<file path="config.mk">
export PLATFORM = sky130hd
export DESIGN_NAME = mem_port_arbiter
export DESIGN_NICKNAME = d
export VERILOG_FILES = /design/src/rtl/mem_port_arbiter.sv
export SDC_FILE = /design/constraint.sdc
export NUM_CORES = 1
export LEC_CHECK = 0
export ABC_AREA = 1
export BUFFER_PORTS_ARGS = -buffer_cell sky130_fd_sc_hd__buf_4
export CAP_MARGIN = 20
export CORE_MARGIN = 2
export CORE_UTILIZATION = 40
export CTS_CLUSTER_SIZE = 14
export DETAILED_ROUTE_END_ITERATION = 10
export PLACE_DENSITY = 0.7
export SYNTH_ARGS = -nofsm -noshare
export SYNTH_HDL_FRONTEND = slang
export SYNTH_SLANG_ARGS = --single-unit
</file>
<file path="constraint.sdc">
create_clock -name clk -period 1.9 [get_ports clk]
set_input_delay 0.19 -clock clk [delete_from_list [all_inputs] [get_ports clk]]
set_output_delay 0.19 -clock clk [all_outputs]
set_load 0.05 [all_outputs]
</file>
<file path="src/rtl/mem_port_arbiter.sv">
// Round-robin arbiter and sequencer for the shared memory port: grants one of two
// requesters, holds the port until mem_ack or timeout, then pulses done/err back.
module mem_port_arbiter #(
   parameter int unsigned ADDR_W  = 16,
   parameter int unsigned DATA_W  = 16,
   parameter int unsigned TIMEOUT = 15,
   parameter int unsigned CNT_W   = 4
) (
   input  logic              clk,
   input  logic              rst,
   input  logic [1:0]        req,
   input  logic [1:0]        wr,
   input  logic [ADDR_W-1:0] addr0,
   input  logic [ADDR_W-1:0] addr1,
   input  logic [DATA_W-1:0] wdata0,
   input  logic [DATA_W-1:0] wdata1,
   output logic [1:0]        gnt,
   output logic [1:0]        done,
   output logic [1:0]        err,
   output logic [DATA_W-1:0] rsp_data,
   output logic              mem_en,
   output logic              mem_wr,
   output logic [ADDR_W-1:0] mem_addr,
   output logic [DATA_W-1:0] mem_wdata,
   input  logic [DATA_W-1:0] mem_rdata,
   input  logic              mem_ack
);

   localparam logic [CNT_W-1:0] CNT_LAST = CNT_W'(TIMEOUT - 1);

   typedef enum logic {S_IDLE, S_BUSY} state_t;

   state_t              r_state, w_state_n;
   logic                r_prio, w_prio_n;
   logic                r_owner, w_owner_n;
   logic [CNT_W-1:0]    r_cnt, w_cnt_n;
   logic [1:0]          r_gnt, w_gnt_n;
   logic [1:0]          r_done, w_done_n;
   logic [1:0]          r_err, w_err_n;
   logic [DATA_W-1:0]   r_rsp_data, w_rsp_data_n;
   logic                r_mem_en, w_mem_en_n;
   logic                r_mem_wr, w_mem_wr_n;
   logic [ADDR_W-1:0]   r_mem_addr, w_mem_addr_n;
   logic [DATA_W-1:0]   r_mem_wdata, w_mem_wdata_n;

   logic [1:0]          w_elig;
   logic                w_pick;
   logic [1:0]          w_owner_oh;

   // A requester seeing its own done this cycle is not eligible again yet.
   assign w_elig     = req & ~r_done;
   assign w_pick     = (&w_elig) ? r_prio : w_elig[1];
   assign w_owner_oh = r_owner ? 2'b10 : 2'b01;

   // State register and registered outputs
   always_ff @(posedge clk or posedge rst) begin
      if (rst) begin
         r_state     <= S_IDLE;
         r_prio      <= 1'b0;
         r_owner     <= 1'b0;
         r_cnt       <= '0;
         r_gnt       <= '0;
         r_done      <= '0;
         r_err       <= '0;
         r_rsp_data  <= '0;
         r_mem_en    <= 1'b0;
         r_mem_wr    <= 1'b0;
         r_mem_addr  <= '0;
         r_mem_wdata <= '0;
      end else begin
         r_state     <= w_state_n;
         r_prio      <= w_prio_n;
         r_owner     <= w_owner_n;
         r_cnt       <= w_cnt_n;
         r_gnt       <= w_gnt_n;
         r_done      <= w_done_n;
         r_err       <= w_err_n;
         r_rsp_data  <= w_rsp_data_n;
         r_mem_en    <= w_mem_en_n;
         r_mem_wr    <= w_mem_wr_n;
         r_mem_addr  <= w_mem_addr_n;
         r_mem_wdata <= w_mem_wdata_n;
      end
   end

   // Next-state and next-output logic
   always_comb begin
      w_state_n     = r_state;
      w_prio_n      = r_prio;
      w_owner_n     = r_owner;
      w_cnt_n       = r_cnt;
      w_gnt_n       = r_gnt;
      w_done_n      = '0;
      w_err_n       = '0;
      w_rsp_data_n  = r_rsp_data;
      w_mem_en_n    = r_mem_en;
      w_mem_wr_n    = r_mem_wr;
      w_mem_addr_n  = r_mem_addr;
      w_mem_wdata_n = r_mem_wdata;

      case (r_state)
         S_IDLE: begin
            if (|w_elig) begin
               w_state_n     = S_BUSY;
               w_owner_n     = w_pick;
               w_prio_n      = ~w_pick;
               w_cnt_n       = '0;
               w_gnt_n       = w_pick ? 2'b10 : 2'b01;
               w_mem_en_n    = 1'b1;
               w_mem_wr_n    = wr[w_pick];
               w_mem_addr_n  = w_pick ? addr1 : addr0;
               w_mem_wdata_n = w_pick ? wdata1 : wdata0;
            end
         end
         S_BUSY: begin
            // mem_ack takes precedence over the timeout on the final cycle
            if (mem_ack) begin
               w_state_n    = S_IDLE;
               w_done_n     = w_owner_oh;
               w_rsp_data_n = r_mem_wr ? '0 : mem_rdata;
               w_gnt_n      = '0;
               w_mem_en_n   = 1'b0;
               w_mem_wr_n   = 1'b0;
            end else if (r_cnt == CNT_LAST) begin
               w_state_n    = S_IDLE;
               w_done_n     = w_owner_oh;
               w_err_n      = w_owner_oh;
               w_rsp_data_n = '0;
               w_gnt_n      = '0;
               w_mem_en_n   = 1'b0;
               w_mem_wr_n   = 1'b0;
            end else begin
               w_cnt_n = r_cnt + CNT_W'(1);
            end
         end
         default: w_state_n = S_IDLE;
      endcase
   end

   assign gnt       = r_gnt;
   assign done      = r_done;
   assign err       = r_err;
   assign rsp_data  = r_rsp_data;
   assign mem_en    = r_mem_en;
   assign mem_wr    = r_mem_wr;
   assign mem_addr  = r_mem_addr;
   assign mem_wdata = r_mem_wdata;

endmodule

</file>
==> results of run 1 <==
[where the power goes]
group | total, mW | leakage, nW | switching, mW | internal, mW
registers | 2.34 | 0.785 | 0.378 | 1.96
clock network | 1.14 | 0.100 | 0.501 | 0.636
logic | 4.67 | 1.79 | 3.36 | 1.32
total | 8.15 | 2.68 | 4.23 | 3.91
[worst max-delay path, cell delays in order (launching register included)]
cell and delay, ns:
sky130_fd_sc_hd__dfrtp_1 0.38, sky130_fd_sc_hd__inv_1 0.05, sky130_fd_sc_hd__nand2_1 0.06, sky130_fd_sc_hd__inv_2 0.21, sky130_fd_sc_hd__nand2_2 0.44, sky130_fd_sc_hd__nand2_1 0.22
sky130_fd_sc_hd__o21ai_0 0.10
[sequential cells by signal, summed over array words and instances (netlist names), 2 cells and up]
| signal | count |
|---|---|
| done | 2 |
| mem_addr | 16 |
| mem_wdata | 16 |
| rsp_data | 16 |
| r_cnt | 4 |
| err | 2 |
| gnt | 2 |
[cell families after synthesis]
family | after synthesis | share of synthesized area (%)
DFF | 63 | 49.5
adders and majority gates | 2 | 0.785
and+or+nand+nor | 252 | 34.5
AOI/OAI and AO/OA | 5 | 0.903
buffers and inverters | 98 | 14.4
[how the worst max path moves through the flow]
stage / endpoint / slack [ns]
after global routing: r_prio / 0.1
after CTS: r_prio / 0.29
after floorplan: done[0] / 0.14
after detailed placement: r_prio / 0.31
after global placement: r_prio / 0.35
final: r_prio / 0.30
[cell usage after synthesis]
master                    number  area share, %
sky130_fd_sc_hd__nor2_4        2           0.71
sky130_fd_sc_hd__ha_1          2           0.78
sky130_fd_sc_hd__nand4_1       2           0.39
sky130_fd_sc_hd__buf_4         4           0.94
sky130_fd_sc_hd__nor2_1        9            1.1
sky130_fd_sc_hd__buf_6         8            2.8
sky130_fd_sc_hd__nand2_1     146             17
sky130_fd_sc_hd__o21ai_0       4           0.63
sky130_fd_sc_hd__nand2_2       4           0.78
sky130_fd_sc_hd__inv_1        74            8.7
sky130_fd_sc_hd__inv_4         2           0.39
sky130_fd_sc_hd__nand3_1      85             13
sky130_fd_sc_hd__buf_2         8            1.3
sky130_fd_sc_hd__nor4_1        2           0.39
sky130_fd_sc_hd__dfrtp_1      63             49
sky130_fd_sc_hd__nand3_2       2           0.63
sky130_fd_sc_hd__inv_2         2           0.24
sky130_fd_sc_hd__o21ai_2       1           0.27
[layout make-up]
class | count | area share (%)
Tap cell | 102 | 2.85
Inverter | 78 | 6.65
Multi-Input combinational cell | 259 | 25.8
Timing Repair Buffer | 149 | 25.3
Clock buffer | 12 | 3.24
Sequential cell | 63 | 35.2
Clock inverter | 4 | 1.01
[layer usage]
metal	routed length [um]	part of all wire [%]
met5	0	0
met4	178	2.1
met3	590	6.8
met2	4370	50
met1	3520	41
[stage by stage]
step | util, % | hold WS [ns] | setup slack (ns) | area (um^2) | std cells
2_1_floorplan | - | 0.263 | 0.140 | 3190 | 420
3_3_place_gp | 55.4 | 0.295 | 0.350 | 4280 | 650
3_5_place_dp | 55.4 | 0.299 | 0.308 | 4280 | 650
4_1_cts | 58.0 | 0.0655 | 0.293 | 4480 | 667
5_1_grt | 58.0 | 0.0681 | 0.0992 | 4480 | 667
6_report | 58.0 | 0.0711 | 0.302 | 4480 | 667
==> out/qor.txt, run 1 <==
Via count normalized by instance count - 4.69
Number of nets with antenna violations after routing - 0
Area of the mapped netlist - 3190 um^2
Starting density of the core - 41.3%
Setup crit start - done[1]
Cts-stage hold buffer count - 1
Startpoint of the tightest hold check path - mem_ack
Final period demand of the worst path - 1.60 ns
Pin count of the biggest net entering global routing - 37
FF+latch count, synth - 63
Number of standard-cell rows in the floorplan - 32
Cells resized by post-CTS repair - 0
Initial antenna violation count - 0
Number of distinct library cells after synthesis - 18
Number of global-route vias before repair - 3,088
Result of the run - complete, no violations
Worst voltage drop across the vdd grid - 0.799 mV
Total power draw - 8.15 mW
Max Transition Viols Final - 0
Most frequent cells in the layout - sky130_fd_sc_hd__buf_4 (147), sky130_fd_sc_hd__nand2_1 (146), sky130_fd_sc_hd__nand3_1 (85)
Met3 Use GR - 3.95%
Maximum fanout along the worst path - 34
CTS Buf Count - 9
Maximum buffer depth of the clock tree - 2
Total global routing overflow - 0
Seq/Total Area, Yosys - 49.5%
Areal power density over the cells - 1820 nW/um^2
Worst clock skew on the final layout - 0.00967 ns
CTS sink cnt - 63
Worst slew margin relative to its limit - 57.1%
Final critical-path share of the clock period - 84.1%
Final total negative setup slack - 0 ns
Total nets after synthesis - 509
Fraction of final layout cells sized beyond drive strength 1 - 31.2%
Total number of yosys warnings - 0
IO Port Bufs - 142
Hold path depth - 2
GRT Total Usage - 20.8%
Most used routing layer in global routing - met2
Setup slack of the most critical reg-to-reg path - 0.30 ns
Growth of design area from synthesis to finish - 40.5%
Full die area - 8700 um^2
Data arrival time of the critical path - 1.79 ns
CTS tree - built
Worst endpoint required time - 2.10 ns
Weighted congestion reported at the end of routability-driven placement - 0.768
Met1 layer usage reported by global route - 26.2%
H-tree levels - 3
Insertion delay to the later sink of the worst-skew pair - 0.33 ns
Clock transition at path regs - 0.07 ns
RSZ-0062 raised after global routing - false
Endpoint class of the critical path - flop
Layout fillers - 747
Detailed-route DRC error count - 0
Reg2Reg Capture Point - r_prio
I/O Pins - 143
Startpoint type of the worst setup path - flop
Initial detailed-routing violation count - 137
Global-route met2 utilization - 34.9%
Total core area - 7730 um^2
Most common cell after layout, fill and taps aside - sky130_fd_sc_hd__buf_4
Worst min-delay path category - input pin to flop
Y dimension of the die - 93.3 um
Transition time at the pin with the least slew margin - 0.641 ns
Estimated wirelength of the detail-placed design - 6.23 mm
LEAKAGE - 2.68 nW
Ant diodes - 0
Drt wl/cell - 13.0 um
Post-Syn Instances - 420
Achievable clock frequency - 0.626 GHz
Final setup vio count - 0
Final Hold Vio Count - 0
Number of buffers inserted to repair setup after CTS - 0
Wirelength, routed - 8.66 mm
Type of the worst setup path - flop to flop
Vias after detailed routing - 3,129
Reported max-cap violation count - 0
Final Net Count - 649
Horizontal die dimension - 93.3 um
End point of the worst hold path - err[1]
R2r startpoint - done[1]
Wire length of the first global-routing pass - 14.2 mm
Detailed Routing Iterations Pass 1 - 5
Worst Reg-to-Reg Cells - 6
Average cell area after synthesis - 7.59 um^2
Multi-input gate area in the final layout - 1150 um^2
Root Buffer - sky130_fd_sc_hd__clkbuf_8
Footprint of the flip-flops and latches - 1580 um^2
Note: power is estimated with default switching activity, not from simulation.
==> run 2, diff against run 1 <==
==> constraint.sdc (replaced) <==
create_clock -name clk -period 1.65 [get_ports clk]
set_input_delay 0.165 -clock clk [delete_from_list [all_inputs] [get_ports clk]]
set_output_delay 0.165 -clock clk [all_outputs]
set_load 0.05 [all_outputs]
==> out/qor.txt, run 2 (synthesized netlist as in run 1, its figures left out) <==
Result of the run - complete, no violations
Number of standard-cell rows in the floorplan - 32
Total global routing overflow - 0
Initial antenna violation count - 0
Reg2Reg Capture Point - rsp_data[3]
Most frequent cells in the layout - sky130_fd_sc_hd__buf_4 (149), sky130_fd_sc_hd__nand2_1 (146), sky130_fd_sc_hd__nand3_1 (85)
Worst slew margin relative to its limit - 76.0%
Starting density of the core - 41.3%
Detailed-route DRC error count - 0
Wire length of the first global-routing pass - 13.3 mm
Clock transition at path regs - 0.07 ns
End point of the worst hold path - rsp_data[5]
Final Net Count - 652
Maximum fanout along the worst path - 19
Startpoint type of the worst setup path - flop
Setup slack of the most critical reg-to-reg path - 0.24 ns
Horizontal die dimension - 93.3 um
Drt wl/cell - 12.3 um
CTS sink cnt - 63
Final Hold Vio Count - 0
Via count normalized by instance count - 4.56
Met2 layer wire length in the routed design - 4.00 mm
CTS tree - built
Growth of design area from synthesis to finish - 42.0%
Routed metal-1 wire length - 3.65 mm
Reported max-cap violation count - 0
Gate family responsible for the most delay along the worst path - simple AND/OR/NAND/NOR gates
Worst clock skew on the final layout - 0.00902 ns
Worst slack on hold paths - 0.0598 ns
Areal power density over the cells - 2090 nW/um^2
Fraction of final layout cells sized beyond drive strength 1 - 31.6%
Delay contributed by the slowest stage of the critical path - 0.40 ns
Max Transition Viols Final - 0
Final setup vio count - 0
Weighted congestion reported at the end of routability-driven placement - 0.768
Worst Setup Slack, final - 0.237 ns
Root Buffer - sky130_fd_sc_hd__clkbuf_8
GRT Total Usage - 19.4%
Insertion delay to the later sink of the worst-skew pair - 0.33 ns
Number of nets with antenna violations after routing - 0
H-tree levels - 3
Ant diodes - 0
Most numerous cell on the critical path - sky130_fd_sc_hd__nand2_1
Initial detailed-routing violation count - 155
Number of global-route vias before repair - 2,831
Y dimension of the die - 93.3 um
Worst Reg-to-Reg Cells - 7
Worst min-delay path category - input pin to flop
Estimated wirelength of the detail-placed design - 6.00 mm
Met3 wire len - 367 um
Crit path buf inv count - 1
LEAKAGE - 2.69 nW
Hold path depth - 3
Startpoint of the tightest hold check path - mem_rdata[5]
Slowest CP cell - sky130_fd_sc_hd__dfrtp_1
Wirelength, routed - 8.25 mm
Detailed Routing Iterations Pass 1 - 4
Endpoint class of the critical path - flop
Full die area - 8700 um^2
Final total negative setup slack - 0 ns
Pre-CTS setup slack - 0.242 ns
I/O Pins - 143
R2r startpoint - r_cnt[0]
Worst voltage drop across the vdd grid - 1.16 mV
CTS Buf Count - 9
Transition time at the pin with the least slew margin - 0.361 ns
Maximum buffer depth of the clock tree - 2
Final critical-path share of the clock period - 85.7%
Total core area - 7730 um^2
Achievable clock frequency - 0.707 GHz
Final period demand of the worst path - 1.41 ns
IO Port Bufs - 142
Data arrival time of the critical path - 1.63 ns
Type of the worst setup path - flop to flop
Topmost layer with routed signal wires - met4
Cells along the critical path - inv_1, ha_1, nand3_2, nand2_1, nand2_2, nand2_1, nand2_1
Worst endpoint required time - 1.87 ns
RSZ-0062 raised after global routing - false
Pin count of the biggest net entering global routing - 64
Most common cell after layout, fill and taps aside - sky130_fd_sc_hd__buf_4
Vias after detailed routing - 3,050
## run 2: cell count changes in the layout (fill, tap and decap cells not counted)
cell,before,now
sky130_fd_sc_hd__buf_4,147,149
sky130_fd_sc_hd__inv_2,3,2
sky130_fd_sc_hd__clkbuf_8,10,11
sky130_fd_sc_hd__buf_12,1,2
sky130_fd_sc_hd__clkinv_2,3,1
sky130_fd_sc_hd__clkbuf_1,2,1
sky130_fd_sc_hd__clkinvlp_4,0,2
## run 2: report_power, final
group	internal (mW)	switching (mW)	leakage, nW	total [mW]
logic	1.56	3.85	1.81	5.41
registers	2.26	0.445	0.785	2.70
clock network	0.770	0.552	0.0985	1.32
total	4.59	4.85	2.69	9.44
## run 2: worst max-delay path by stage
stage / start / endpoint / slack [ns] / depth (start not counted)
after floorplan: done[1] / mem_addr[0] / 0.24 / 8
after global placement: r_cnt[0] / rsp_data[7] / 0.32 / 7
after global routing: r_cnt[0] / rsp_data[1] / 0.1 / 7
after CTS: r_cnt[0] / rsp_data[1] / 0.23 / 7
final: r_cnt[0] / rsp_data[3] / 0.24 / 7
after detailed placement: r_cnt[0] / rsp_data[1] / 0.24 / 7
## run 2: per-layer routing
| metal | vias up | GRT usage (%) |
|---|---|---|
| met1 | 1389 | 25.4 |
| met5 | - | 0 |
| met2 | 82 | 31.2 |
| met3 | 21 | 3.46 |
| met4 | 0 | 9.07 |
| li1 | 1558 | - |
## run 2: worst reg2reg max path: cells and delay by family, from the launching register on
family                   cells  cell delay (ns)
adder cells (fa/ha/maj)      1             0.16
buffers and inverters        1             0.08
AND/OR/NAND/NOR              5             0.65
flip-flops                   1             0.40
## run 2: final cells by class
class                   count  area, um^2
clock buffers              12         155
inverters                  78         302
flip-flops and latches     63        1580
repair buffers            152        1170
multi-input cells         259        1150
clock inverters             3        42.5
fillers                   725        3200
well taps                 102         128
## run 2: what timing repair did
| item | 4_1_cts | 5_1_grt |
|---|---|---|
| hold buffers | 1 | 0 |
| buffers inserted | 0 | 0 |
| hold endpoints to repair | 63 | 0 |
| endpoints found under the setup margin | 0 | 0 |
| gates resized for setup | 0 | 0 |
## run 2: through the flow
step	area [um^2]	total power, mW	utilization (%)	std cells
final	4530	9.44	58.6	669
after global routing	4530	10.0	58.6	669
after CTS	4530	9.51	58.6	669
after detailed placement	4320	8.17	55.9	653
after global placement	4320	8.09	55.9	653
after floorplan	3190	6.56	-	420
